<file path="src/rtl/wshb_pkg.sv">
// Shared types and default sizes for the
// Wishbone multi-master arbiter.
package wshb_pkg;

   typedef enum logic {
      ARB_IDLE = 1'b0,
      ARB_BUSY = 1'b1
   } arb_state_t;

   localparam int DEF_NUM_M   = 2;
   localparam int DEF_DWIDTH  = 64;
   localparam int DEF_AWIDTH  = 32;
   localparam int DEF_TIMEOUT = 255;

   // Watchdog counter width; a disabled
   // watchdog still keeps a 1-bit register.
   function automatic int cnt_width(
      input int tmo
   );
      return (tmo > 0) ? $clog2(tmo + 1) : 1;
   endfunction

endpackage

</file>
<file path="src/rtl/rr_pick.sv">
// Round-robin picker: first requester after
// the previous owner wins, one-hot result.
module rr_pick #(
   parameter int NUM_M = 2,
   parameter int LW    = $clog2(NUM_M)
) (
   input  logic [NUM_M-1:0] req,
   input  logic [LW-1:0]    last,
   output logic [NUM_M-1:0] gnt
);

   logic [LW-1:0] w_idx;
   logic          w_done;

   // Scan last+1 .. last+NUM_M, wrapping.
   always_comb begin
      gnt    = '0;
      w_done = 1'b0;
      w_idx  = '0;
      for (int i = 1; i <= NUM_M; i++) begin
         w_idx = LW'((int'(last) + i) % NUM_M);
         if (!w_done && req[w_idx]) begin
            gnt[w_idx] = 1'b1;
            w_done     = 1'b1;
         end
      end
   end

endmodule

</file>
<file path="src/rtl/wshb_arbiter.sv">
// N-master to 1-slave Wishbone arbiter with
// round-robin grant and stall watchdog.
module wshb_arbiter
   import wshb_pkg::*;
#(
   parameter int NUM_M    = DEF_NUM_M,
   parameter int DWIDTH   = DEF_DWIDTH,
   parameter int AWIDTH   = DEF_AWIDTH,
   parameter int SELWIDTH = DWIDTH / 8,
   parameter int TIMEOUT  = DEF_TIMEOUT
) (
   input  logic                      clk,
   input  logic                      rst_n,
   input  logic [NUM_M-1:0]          m_cyc_i,
   input  logic [NUM_M-1:0]          m_stb_i,
   input  logic [NUM_M-1:0]          m_we_i,
   input  logic [NUM_M*AWIDTH-1:0]   m_adr_i,
   input  logic [NUM_M*DWIDTH-1:0]   m_dat_i,
   input  logic [NUM_M*SELWIDTH-1:0] m_sel_i,
   output logic [DWIDTH-1:0]         m_dat_o,
   output logic [NUM_M-1:0]          m_ack_o,
   output logic [NUM_M-1:0]          m_err_o,
   output logic [NUM_M-1:0]          m_rty_o,
   output logic                      s_cyc_o,
   output logic                      s_stb_o,
   output logic                      s_we_o,
   output logic [AWIDTH-1:0]         s_adr_o,
   output logic [DWIDTH-1:0]         s_dat_o,
   output logic [SELWIDTH-1:0]       s_sel_o,
   input  logic [DWIDTH-1:0]         s_dat_i,
   input  logic                      s_ack_i,
   input  logic                      s_err_i,
   input  logic                      s_rty_i,
   output logic [NUM_M-1:0]          gnt_o
);

   localparam int LW = $clog2(NUM_M);
   localparam int CW = cnt_width(TIMEOUT);
   localparam logic [CW-1:0] TMAX =
      CW'(TIMEOUT);

   arb_state_t       r_state;
   arb_state_t       w_state_nxt;
   logic [NUM_M-1:0] r_gnt;
   logic [NUM_M-1:0] w_pick;
   logic [LW-1:0]    r_last;
   logic [LW-1:0]    w_gidx;
   logic [CW-1:0]    r_cnt;
   logic             w_gcyc;
   logic             w_gstb;
   logic             w_gwe;
   logic             w_term;
   logic             w_tmo;
   logic             w_take;
   logic             w_drop;

   rr_pick #(
      .NUM_M (NUM_M),
      .LW    (LW)
   ) u_pick (
      .req  (m_cyc_i),
      .last (r_last),
      .gnt  (w_pick)
   );

   // Granted master's control bits; r_gnt is
   // one-hot so a masked OR selects them.
   assign w_gcyc = |(r_gnt & m_cyc_i);
   assign w_gstb = |(r_gnt & m_cyc_i & m_stb_i);
   assign w_gwe  = |(r_gnt & m_we_i);

   assign w_term = s_ack_i | s_err_i | s_rty_i;

   // A real slave termination beats the
   // watchdog on the same cycle.
   assign w_tmo = (TIMEOUT > 0)
               && (r_state == ARB_BUSY)
               && w_gstb
               && !w_term
               && (r_cnt == TMAX);

   assign w_take = (r_state == ARB_IDLE)
                && (|m_cyc_i);
   assign w_drop = (r_state == ARB_BUSY)
                && !w_gcyc;

   // Encode the one-hot grant to an index.
   always_comb begin
      w_gidx = '0;
      for (int k = 0; k < NUM_M; k++) begin
         if (r_gnt[k]) begin
            w_gidx = LW'(k);
         end
      end
   end

   // FSM state register.
   always_ff @(posedge clk or negedge rst_n) begin
      if (!rst_n) begin
         r_state <= ARB_IDLE;
      end else begin
         r_state <= w_state_nxt;
      end
   end

   // FSM next state: arbitrate in IDLE, hold
   // the bus while the owner keeps cyc high.
   always_comb begin
      w_state_nxt = r_state;
      unique case (r_state)
         ARB_IDLE: begin
            if (w_take) begin
               w_state_nxt = ARB_BUSY;
            end
         end
         ARB_BUSY: begin
            if (w_drop) begin
               w_state_nxt = ARB_IDLE;
            end
         end
         default: w_state_nxt = ARB_IDLE;
      endcase
   end

   // Grant and last-owner registers; master 0
   // wins first after reset.
   always_ff @(posedge clk or negedge rst_n) begin
      if (!rst_n) begin
         r_gnt  <= '0;
         r_last <= LW'(NUM_M - 1);
      end else if (w_take) begin
         r_gnt  <= w_pick;
      end else if (w_drop) begin
         r_gnt  <= '0;
         r_last <= w_gidx;
      end
   end

   // Stall watchdog: counts unterminated
   // strobe cycles, saturating at TMAX.
   always_ff @(posedge clk or negedge rst_n) begin
      if (!rst_n) begin
         r_cnt <= '0;
      end else if ((r_state != ARB_BUSY)
                || !w_gstb
                || w_term
                || w_tmo) begin
         r_cnt <= '0;
      end else if (r_cnt != TMAX) begin
         r_cnt <= r_cnt + CW'(1);
      end
   end

   // Slave-side request mux from the owner's
   // slice; everything quiet when idle.
   always_comb begin
      s_cyc_o = 1'b0;
      s_stb_o = 1'b0;
      s_we_o  = 1'b0;
      s_adr_o = '0;
      s_dat_o = '0;
      s_sel_o = '0;
      if (r_state == ARB_BUSY) begin
         s_cyc_o = w_gcyc;
         s_stb_o = w_gstb & ~w_tmo;
         s_we_o  = w_gwe;
         for (int k = 0; k < NUM_M; k++) begin
            if (r_gnt[k]) begin
               s_adr_o =
                  m_adr_i[k*AWIDTH +: AWIDTH];
               s_dat_o =
                  m_dat_i[k*DWIDTH +: DWIDTH];
               s_sel_o =
                  m_sel_i[k*SELWIDTH +: SELWIDTH];
            end
         end
      end
   end

   assign m_ack_o = r_gnt & {NUM_M{s_ack_i}};
   assign m_err_o = r_gnt
                  & {NUM_M{s_err_i | w_tmo}};
   assign m_rty_o = r_gnt & {NUM_M{s_rty_i}};
   assign m_dat_o = s_dat_i;
   assign gnt_o   = r_gnt;

endmodule

</file>
<file path="config.mk">
export PLATFORM = sky130hd
export DESIGN_NAME = wshb_arbiter
export DESIGN_NICKNAME = d
export VERILOG_FILES = /design/src/rtl/wshb_pkg.sv /design/src/rtl/rr_pick.sv /design/src/rtl/wshb_arbiter.sv
export SDC_FILE = /design/constraint.sdc
export NUM_CORES = 1
export LEC_CHECK = 0
export CELL_PAD_IN_SITES_DETAIL_PLACEMENT = 0
export CELL_PAD_IN_SITES_GLOBAL_PLACEMENT = 2
export CORE_AREA = 5 5 175 177
export CTS_BUF_LIST = sky130_fd_sc_hd__clkbuf_4 sky130_fd_sc_hd__clkbuf_8 sky130_fd_sc_hd__clkbuf_16
export CTS_CLUSTER_DIAMETER = 120
export CTS_CLUSTER_SIZE = 24
export DETAILED_ROUTE_END_ITERATION = 10
export DIE_AREA = 0 0 180 182
export PLACE_DENSITY_LB_ADDON = 0.1
export SLEW_MARGIN = 30
export SYNTH_ARGS = -nofsm -noshare
export SYNTH_HDL_FRONTEND = slang
export SYNTH_SLANG_ARGS = --single-unit
export TNS_END_PERCENT = 30
</file>
<file path="constraint.sdc">
create_clock -name clk -period 1.6 [get_ports clk]
set_input_delay 0.32 -clock clk [delete_from_list [all_inputs] [get_ports clk]]
set_output_delay 0.32 -clock clk [all_outputs]
set_load 0.1 [all_outputs]
</file>
==> reports/qor.csv <==
stage;metric;value;unit
status;status;finished, violations left;
status;violated checks;setup timing;
cts;H-tree levels;1;
cts;CTS Buf Count;3;
route;DRC viols;0;
cts;worst-case clock buffer depth;2;
setup_path;kind of critical path;reg -> out;
sta;Max-slew headroom;0.799;
setup_path;CP Cell Sequence;buf_4, buf_12, a22oi_1, nor2_4, buf_12;
setup_path;Worst Path Max Fanout;37;
die;core area;0.0291;sq mm
pwr;worst IR drop on VDD;1.03;mV
yosys;top_reg_cell synth;dfrtp_1;
global_route;global-route wire length before repair;28700;um
yosys;post-synthesis cell type count;38;
pwr;post-layout power;21.4;mW
route;antenna-violating nets left;0;
setup_path;Worst Setup End Kind;primary output;
yosys;Avg Inst Size Synth;6.90;sq um
die;Die ar.;0.0328;sq mm
place;PortBufs;333;
cts;clock latency on the worst-skew pair;240;ps
yosys;async set or reset register ratio after synthesis;1.00;
yosys;top cell type's share of synthesized area;0.265;
sta;Slew @ Worst Pin;302;ps
cts;CTS Root Cell;clkbuf_16;
sta;Setup Skew;6.55;ps
place;hpwl dp;16100;um
die;Top-Level Pins;462;
route;via/cell ratio;3.78;
route;1st-iter DRT viols;93;
yosys;#FFs+latches synth;12;
yosys;share of the yosys chip area belonging to registers;0.112;
global_route;largest net degree at the start of global routing;38;
yosys;Syn Inst Count;390;
setup_path;Max stage delay on crit path;480;ps
yosys;Synth area leaders;a22oi_1 (26%), buf_4 (19%), nor2_1 (15%), dfrtp_1 (10%), a22oi_2 (4.6%);
setup_path;Crit path buffers/inverters;3;
setup_path;top cell family by delay on the critical path;buffers and inverters;
global_route;initial antenna violation count;0;
global_route;vias in the first global route;4412;
flow_run;max cap viols;0;
cells_and_area;Final Util;0.300;
setup_path;crit path DAT;1700;ps
setup_path;cell mode on critical path;buf_12;
yosys;post-synth top area cell;a22oi_1;
setup_path;FF-to-FF setup slack;90;ps
sta;PnR worst setup slack;-422;ps
cts;clk sinks;12;
setup_path;slowest CP cell;dfrtp_4;
pwr;LEAKAGE;3.01;nW
min_path;Min-Delay Path Class;in -> async;
sta;Finish-stage setup viols;112;
die;Die Span X;180;um
sta;FMAX;0.495;GHz
yosys;most frequent cells after synthesis;nor2_1 (108), a22oi_1 (95), buf_4 (67);
route;DRT Pass-1 Iters;4;
die;cell row count;63;
route;Post-Route WL;20000;um
sta;fin. max-slew vios;0;
route;DR WL/cell;18.9;um
sta;RSZ-0062 raised after global routing;true;
route;total number of vias;3996;
cells_and_area;nets;953;
setup_path;worst path required time;1280;ps
yosys;post-synth net total;674;
setup_path;startpoint class of the critical path;register;
global_route;gr usage total;0.111;
yosys;Post-synth EDFFs;0;
die;Starting Density;0.0925;
yosys;YS warnings;0;
cells_and_area;Antenna Cells;0;
place;gp weighted congestion;0.741;
sta;Hold Fails Final Rpt;0;
sta;post-layout min period;2020;ps
pwr;Power Density;2450;mW/mm^2
cells_and_area;share of layout cells above drive strength 1;0.542;
global_route;total gr overflow;0;
yosys;Synth Cell Area;0.00269;sq mm
sta;crit share post-route;1.26;
cells_and_area;area delta synth->final;224;%
cts;Clock transition at path regs;40;ps
yosys;most frequent cell after synthesis;nor2_1;
cts;CTS tree;built;
die;die height;182;um
## what timing repair did
item | in CTS | in global routing
setup endpoints to repair | 112 | 113
gates cloned | 2 | 3
gates resized for setup | 38 | 33
hold buffers | 0 | 0
setup buffers | 1 | 0
## metal layers
metal / global-route usage / share of wire / vias up
met1: 0.116 / 0.35 / 1869
met5: 0 / 0 / -
met4: 0.0296 / 0.027 / 0
met3: 0.0294 / 0.066 / 42
li1: - / - / 1899
met2: 0.218 / 0.56 / 186
## worst paths after layout
check,depth (start not counted),start,end
max reg2reg,5,gnt_o[1]$_DFFE_PN0P_,r_cnt[5]$_DFFE_PN0P_
min in group clk,2,r_last$_DFFE_PN1P_,r_last$_DFFE_PN1P_
max in group asynchronous,2,rst_n,r_last$_DFFE_PN1P_
min,2,rst_n,r_cnt[5]$_DFFE_PN0P_
max,5,gnt_o[1]$_DFFE_PN0P_,s_dat_o[35]
min reg2reg,2,r_last$_DFFE_PN1P_,r_last$_DFFE_PN1P_
## power breakdown
part,switching (mW),internal [mW],leakage [nW]
registers,0.0455,0.379,0.155
clock network,0.124,0.352,0.0416
logic,13.2,7.26,2.82
## layout make-up
| class | instances | area [sq um] |
|---|---|---|
| Timing Repair Buffer | 378 | 5080 |
| Inverter | 4 | 22.5 |
| Tap cell | 390 | 488 |
| Sequential cell | 12 | 309 |
| Clock buffer | 4 | 82.6 |
| Fill cell | 2958 | 20400 |
| Multi-Input combinational cell | 270 | 2740 |
## logic make-up after synthesis
group | Yosys count | synth area share
AOI/OAI and AO/OA | 126 | 0.368
xor gates and xnor gates | 3 | 0.00976
adders and majority gates | 1 | 0.00465
buffers and inverters | 108 | 0.273
DFF | 12 | 0.112
and+or+nand+nor | 140 | 0.232
## layout by cell type (no fill, tap or decap), drive strengths merged
cell type      synthesis  final
a22oi                105    105
nand2b                 1      1
a211oi                 2      2
a221oi                 1      1
o21a                   1      1
nand4                  1      1
and2                   5      5
nor2b                  1      1
nor3                   5      5
a21oi                  6      6
o21ai                  7      7
or3                    3      3
nor3b                  1      1
a21o                   1      1
o211ai                 1      1
xor2                   1      1
a31oi                  1      1
and3                   1      1
dfstp                  1      1
nand2                  7      7
clkbuf                15      7
o31ai                  1      1
inv                    4      4
nor2                 108    108
dfrtp                 11     11
and4                   3      3
xnor2                  2      2
ha                     1      1
buf                   89    157
clkdlybuf4s50          0    218
nand3                  4      4
## state kept, by name (all words and copies together) (netlist names)
signal   count
r_state      1
gnt_o        2
r_cnt        8
r_last       1
## metrics by stage
step / hold slack (ps) / setup TNS [ps] / setup slack, ps / instance area (sq um) / cells
final: 382 / -39440 / -422 / 8720 / 1058
after global routing: 414 / -46250 / -471 / 8720 / 1058
after CTS: 392 / -42120 / -420 / 8490 / 1055
after detailed placement: 541 / -17380 / -376 / 8150 / 1048
after global placement: 535 / -16270 / -357 / 8150 / 1048
after floorplan: 24.4 / -53880 / -701 / 3480 / 390
Note: power is estimated with default switching activity, not from simulation.
